[config.mk]
export PLATFORM = sky130hd
export DESIGN_NAME = product_accumulator_flat
export DESIGN_NICKNAME = d
export VERILOG_FILES = /design/src/rtl/product_accumulator_if.sv /design/src/rtl/product_accumulator.sv /design/src/flat_wrapper.sv
export SDC_FILE = /design/constraint.sdc
export NUM_CORES = 1
export LEC_CHECK = 0
export ABC_AREA = 0
export BUFFER_PORTS_ARGS = -buffer_cell sky130_fd_sc_hd__buf_2
export CAP_MARGIN = 10
export CORE_MARGIN = 3
export CORE_UTILIZATION = 28
export DETAILED_ROUTE_END_ITERATION = 8
export SLEW_MARGIN = 20
export SYNTH_ARGS = -nofsm -noshare
export SYNTH_HDL_FRONTEND = slang
export SYNTH_SLANG_ARGS = --single-unit
[constraint.sdc]
create_clock -name clk -period 6.4 [get_ports clk]
set_clock_uncertainty 0.1 [all_clocks]
set_input_delay 1.28 -clock clk [delete_from_list [all_inputs] [get_ports clk]]
set_output_delay 1.28 -clock clk [all_outputs]
set_load 0.01 [all_outputs]
[src/rtl/product_accumulator_if.sv]
// Bus bundle for product_accumulator: product input stream, sum output stream,
// synchronous abort and the sticky overflow flag.
interface product_accumulator_if #(
  parameter int ACC_W = 24
);
  // Handshake contract (both streams): a transfer happens on a rising clk edge
  // where valid && ready; valid and its payload must not depend on ready.
  logic              clear;
  logic              in_valid;
  logic [15:0]       in_data;
  logic              in_ready;
  logic              out_valid;
  logic [ACC_W-1:0]  out_data;
  logic              out_ready;
  logic              overflow;

  modport master (
    output clear,
    output in_valid,
    output in_data,
    output out_ready,
    input  in_ready,
    input  out_valid,
    input  out_data,
    input  overflow
  );

  modport slave (
    input  clear,
    input  in_valid,
    input  in_data,
    input  out_ready,
    output in_ready,
    output out_valid,
    output out_data,
    output overflow
  );
endinterface

[src/rtl/product_accumulator.sv]
// Sums ACC_COUNT unsigned 16-bit products into an ACC_W-bit result and holds it
// until the downstream handshake. Define PRODUCT_ACC_SAT_EN to saturate instead of wrap.
module product_accumulator #(
  parameter int ACC_COUNT = 4,
  parameter int ACC_W     = 24
) (
  input  logic                           clk,
  input  logic                           rst,
  product_accumulator_if.slave           bus,
  output logic [1:0]                     dbg_state,
  output logic [$clog2(ACC_COUNT+1)-1:0] dbg_count
);

  localparam int CNT_W = $clog2(ACC_COUNT + 1);
  localparam logic [CNT_W-1:0] CNT_LAST = CNT_W'(ACC_COUNT);
  localparam logic [CNT_W-1:0] CNT_ONE  = CNT_W'(1);
  localparam logic [ACC_W-1:0] ACC_MAX  = '1;

  typedef enum logic [1:0] {
    IDLE  = 2'd0,
    ACCUM = 2'd1,
    HOLD  = 2'd2
  } state_t;

  state_t            state_q, state_d;
  logic [ACC_W-1:0]  acc_q, acc_d;
  logic [CNT_W-1:0]  count_q, count_d;
  logic              ovf_q, ovf_d;
  logic              live_q;

  logic [ACC_W-1:0]  data_ext;
  logic [ACC_W:0]    sum;
  logic              in_ready_w;
  logic              out_valid_w;
  logic              beat;

  always_comb begin
    data_ext    = ACC_W'(bus.in_data);
    sum         = {1'b0, acc_q} + {1'b0, data_ext};
    // live_q keeps in_ready low until the first edge after reset is released.
    in_ready_w  = live_q && (state_q != HOLD);
    out_valid_w = (state_q == HOLD);
    beat        = bus.in_valid && in_ready_w;
  end

  always_comb begin
    state_d = state_q;
    acc_d   = acc_q;
    count_d = count_q;
    ovf_d   = ovf_q;
    if (bus.clear) begin
      state_d = IDLE;
      acc_d   = '0;
      count_d = '0;
      ovf_d   = 1'b0;
    end else begin
      case (state_q)
        IDLE: begin
          if (beat) begin
            acc_d   = data_ext;
            count_d = CNT_ONE;
            ovf_d   = 1'b0;
            state_d = (ACC_COUNT == 1) ? HOLD : ACCUM;
          end
        end
        ACCUM: begin
          if (beat) begin
            count_d = count_q + CNT_ONE;
            if (sum[ACC_W]) begin
              ovf_d = 1'b1;
            end
`ifdef PRODUCT_ACC_SAT_EN
            // Once saturated, stay pinned at the maximum for the rest of the group.
            if (sum[ACC_W] || ovf_q) begin
              acc_d = ACC_MAX;
            end else begin
              acc_d = sum[ACC_W-1:0];
            end
`else
            acc_d = sum[ACC_W-1:0];
`endif
            if (count_d == CNT_LAST) begin
              state_d = HOLD;
            end
          end
        end
        HOLD: begin
          if (bus.out_ready) begin
            state_d = IDLE;
            acc_d   = '0;
            count_d = '0;
            ovf_d   = 1'b0;
          end
        end
        default: begin
          state_d = IDLE;
          acc_d   = '0;
          count_d = '0;
          ovf_d   = 1'b0;
        end
      endcase
    end
  end

  always_ff @(posedge clk or posedge rst) begin
    if (rst) begin
      state_q <= IDLE;
      acc_q   <= '0;
      count_q <= '0;
      ovf_q   <= 1'b0;
      live_q  <= 1'b0;
    end else begin
      state_q <= state_d;
      acc_q   <= acc_d;
      count_q <= count_d;
      ovf_q   <= ovf_d;
      live_q  <= 1'b1;
    end
  end

  assign bus.in_ready  = in_ready_w;
  assign bus.out_valid = out_valid_w;
  assign bus.out_data  = out_valid_w ? acc_q : '0;
  assign bus.overflow  = ovf_q;
  assign dbg_state     = state_q;
  assign dbg_count     = count_q;

endmodule

[src/flat_wrapper.sv]
// flat-port wrapper written by rule: the top's interface ports become plain ports
module product_accumulator_flat 
#(
  parameter int ACC_COUNT = 4,
  parameter int ACC_W     = 24
)
  (clk, rst, dbg_state, dbg_count, bus_clear, bus_in_valid, bus_in_data, bus_out_ready, bus_in_ready, bus_out_valid, bus_out_data, bus_overflow);
  product_accumulator_if #(.ACC_W(ACC_W)) bus_i ();
  input  logic clk;
  input  logic rst;
  output logic [1:0] dbg_state;
  output logic [$clog2(ACC_COUNT+1)-1:0] dbg_count;
  input wire logic [$bits(bus_i.clear)-1:0] bus_clear;
  input wire logic [$bits(bus_i.in_valid)-1:0] bus_in_valid;
  input wire logic [$bits(bus_i.in_data)-1:0] bus_in_data;
  input wire logic [$bits(bus_i.out_ready)-1:0] bus_out_ready;
  output wire logic [$bits(bus_i.in_ready)-1:0] bus_in_ready;
  output wire logic [$bits(bus_i.out_valid)-1:0] bus_out_valid;
  output wire logic [$bits(bus_i.out_data)-1:0] bus_out_data;
  output wire logic [$bits(bus_i.overflow)-1:0] bus_overflow;
  assign bus_i.clear = bus_clear;
  assign bus_i.in_valid = bus_in_valid;
  assign bus_i.in_data = bus_in_data;
  assign bus_i.out_ready = bus_out_ready;
  assign bus_in_ready = bus_i.in_ready;
  assign bus_out_valid = bus_i.out_valid;
  assign bus_out_data = bus_i.out_data;
  assign bus_overflow = bus_i.overflow;
  product_accumulator #(.ACC_COUNT(ACC_COUNT), .ACC_W(ACC_W)) u_core (.clk(clk), .rst(rst), .bus(bus_i), .dbg_state(dbg_state), .dbg_count(dbg_count));
endmodule
==> flow_summary.toml <==
[floorplan]
die_h_um = 100
start_util_pct = 29.4
design.core.area_mm2 = 0.00842
fp.dieW_um = 100
die-area_mm2 = 0.0100
boundaryPins = 53
fp-row-count = 33

[timing]
setup_viol = 0
tightestPinTransition_ns = 0.774
maxSlewViolCount = 0
slew-limit-headroom_pct = 48.0
rsz0062_at_grt = "false"
period_minus_slack_ns = 3.44
fmax_mhz = 291
hold_viol = 0
period_share_pct = 53.7
tns_ns = 0

[setup_path]
end_kind = "output port"
worstPathCellList = "nor2_1 > buf_4 > and2_1 > buf_2"
slowest_stage = "nor2_1"
crit_end = "bus_out_data[5]"
startpoint_type = "flop"
worstSetupStartpoint = "u_core.dbg_state[0]"
cp_max_fo = 15
worstPathRequired_ns = 5.02
critPathArrivalTime_ns = 2.06
reg2reg_depth = 10
cpPeakStageDelay_ns = 0.62
cp.depth = 4
r2r_start = "u_core.acc_q[0]"
cp_top_family = "simple AND/OR/NAND/NOR gates"
path_buf_inv = 2
critPathKind = "flop to output port"
worstReg2RegEnd = "u_core.acc_q[20]"
rrSetupSlack_ns = 3.76

[cells_and_area]
layout-drive-gt1-share_pct = 20.7
diodes = 0
final_nets = 382
area_growth_pct = 19.7
finalCoreUtilization_pct = 35.2

[cts]
post_cts_buffers = 0
ctsHoldBuffers = 0
cts_buffer_depth = 2
root_buffer = "clkbuf_8"
clk_pin_slew_ns = 0.07
cts_sinks = 31
cts.repair.resized = 0
clock_latency_ns = 0.29
cts_buffers = 5
cts_max_level = 2
cts_tree = "done"

[detailed_routing]
route.detailed.drc = 0
routed-via-count = 2319
drt-total-wl_um = 6670
first_pass_iters = 4
routedWlPerCell_um = 14.9
ant_nets = 0
routed_via_density = 5.18
initialDrtViolationCount = 104

[logic_synthesis]
synth.cell_area_mm2 = 0.00248
synth-seq-cells = 31
synth_warnings = 0
syn_inst = 291
synth_area_per_cell_um2 = 8.51
yosys-top-cells-area = "dfrtp_1 31%, ha_1 9.1%, and2_1 6.1%"
synth_largest_area_cell = "dfrtp_1"
synthDistinctLibCells = 45
ys_seq_area_share_pct = 31.3
synthesis.nets = 331
synth_top_area_share_pct = 31.3

[power_and_ir_drop]
peakVddDrop_v = 0.0000704
p_leak_uw = 0.00149
power.density_mw_per_mm2 = 181

[placement]
place_congestion = 0.868
io_buffers = 52
dp_hpwl_um = 5020

[worst_hold_path]
min_path_type = "flop to flop"

[global_routing]
globalRouteTotalUtil_pct = 13.7
antenna_found_initial = 0
grt_max_degree = 32
grt_first_pass_wirelength_um = 11200
grt_pass1_vias = 2286
grt.overflow.total = 0

[flow_run]
maxCapViolations = 0

[outcome]
status = "complete, no violations"
[worst reg2reg max path, stage by stage (launching register included)]
cell and delay (ns):
dfrtp_1 0.38, ha_1 0.18, inv_1 0.06, fa_1 0.37, and2b_1 0.29, o21bai_4 0.09
a31oi_4 0.27, o2111ai_4 0.17, a21oi_4 0.28, a31oi_1 0.12, a41o_1 0.22
[cell type report]
| class | count | area, um2 |
|---|---|---|
| fillers | 889 | 5460 |
| multi-input cells | 239 | 1620 |
| flip-flops and latches | 31 | 776 |
| repair buffers | 55 | 283 |
| well taps | 105 | 131 |
| clock buffers | 6 | 82.6 |
| inverters | 10 | 37.5 |
| clock inverters | 2 | 35.0 |
[layout by cell type (no fill, tap or decap), types with 4 or more instances in the layout]
master / Yosys / routed
a21o_1: 8 / 8
a21oi_1: 18 / 18
a22oi_1: 5 / 5
a31oi_1: 4 / 4
a32oi_1: 4 / 4
and2_1: 24 / 24
buf_2: 1 / 52
clkbuf_8: 0 / 6
dfrtp_1: 31 / 31
ha_1: 18 / 18
inv_1: 10 / 10
mux2i_1: 7 / 7
nand2_1: 35 / 35
nand2b_1: 5 / 5
nand3_1: 7 / 7
nor2_1: 12 / 12
nor2b_1: 4 / 4
nor3_1: 8 / 8
o21a_1: 4 / 4
o21ai_0: 27 / 27
or3_1: 5 / 5
xnor2_1: 9 / 9
xor2_1: 4 / 4
[metrics by stage]
step                hold slack, ns  setup slack [ns]  total power (uW)  area, um2  instances
floorplan                    0.367              3.09               300       2480        291
global placement             0.391              2.83               331       2850        440
detailed placement           0.398              2.77               332       2850        440
CTS                          0.415              2.91               543       2970        448
global route                 0.452              2.78               565       2970        448
finish                       0.410              2.96               536       2970        448
[metal layers]
metal	GRT usage [%]	share of wire [%]	up-vias
met5	0	0	-
met4	4.46	1.7	0
met1	18.0	47	1120
met3	2.02	3.4	10
met2	23.1	48	45
li1	-	-	1144
[cell families (layout without fill, tap and decap cells)]
group / Yosys count / after routing / share of synthesized area [%]
simple gates: 110 / 110 / 22.5
compound gates: 89 / 89 / 25.5
flops: 31 / 31 / 31.3
buf+inv: 21 / 73 / 3.23
fa+ha+maj: 19 / 19 / 9.90
xor+xnor: 13 / 13 / 4.60
mux: 7 / 7 / 2.83
other cells: 1 / 1 / 0.151
[state kept, by name (all words and copies together), names as in the netlist]
| register | count |
|---|---|
| u_core.acc_q | 24 |
| u_core.dbg_count | 3 |
| u_core.dbg_state | 2 |
| u_core.bus.overflow | 1 |
| u_core.live_q | 1 |
[how the worst min path moves through the flow]
stage               depth (start not counted)       startpoint  slack (ns)         endpoint
floorplan                                   2  u_core.acc_q[0]        0.37  u_core.acc_q[0]
global placement                            2  u_core.acc_q[4]        0.39  u_core.acc_q[4]
detailed placement                          2  u_core.acc_q[4]        0.40  u_core.acc_q[4]
CTS                                         2  u_core.acc_q[4]        0.42  u_core.acc_q[4]
global route                                2  u_core.acc_q[5]        0.45  u_core.acc_q[5]
finish                                      2  u_core.acc_q[4]        0.41  u_core.acc_q[4]
[synthesized netlist by cell type]
| library cell | number |
|---|---|
| a211o_1 | 1 |
| a21o_1 | 8 |
| a21oi_1 | 18 |
| a21oi_2 | 1 |
| a21oi_4 | 2 |
| a22o_1 | 2 |
| a22oi_1 | 5 |
| a31oi_1 | 4 |
| a31oi_4 | 1 |
| a32o_1 | 1 |
| a32oi_1 | 4 |
| a41o_1 | 2 |
| a41oi_1 | 3 |
| and2_1 | 24 |
| and2b_1 | 1 |
| and3_1 | 3 |
| buf_2 | 1 |
| clkbuf_1 | 10 |
| conb_1 | 1 |
| dfrtp_1 | 31 |
| fa_1 | 1 |
| ha_1 | 18 |
| inv_1 | 10 |
| mux2i_1 | 7 |
| nand2_1 | 35 |
| nand2_2 | 1 |
| nand2b_1 | 5 |
| nand3_1 | 7 |
| nand4_1 | 2 |
| nand4b_1 | 1 |
| nor2_1 | 12 |
| nor2_2 | 1 |
| nor2b_1 | 4 |
| nor3_1 | 8 |
| o2111ai_4 | 1 |
| o211ai_1 | 1 |
| o21a_1 | 4 |
| o21ai_0 | 27 |
| o21bai_1 | 1 |
| o21bai_4 | 1 |
| o22ai_1 | 2 |
| or3_1 | 5 |
| or3b_1 | 1 |
| xnor2_1 | 9 |
| xor2_1 | 4 |
[power breakdown]
group	internal [uW]	total [uW]	switching [uW]	leakage (uW)
clock network	126	206	80.4	0.0000612
logic	46.9	117	70.4	0.00100
registers	203	212	8.96	0.000423
(Power assumes the default switching activity.)
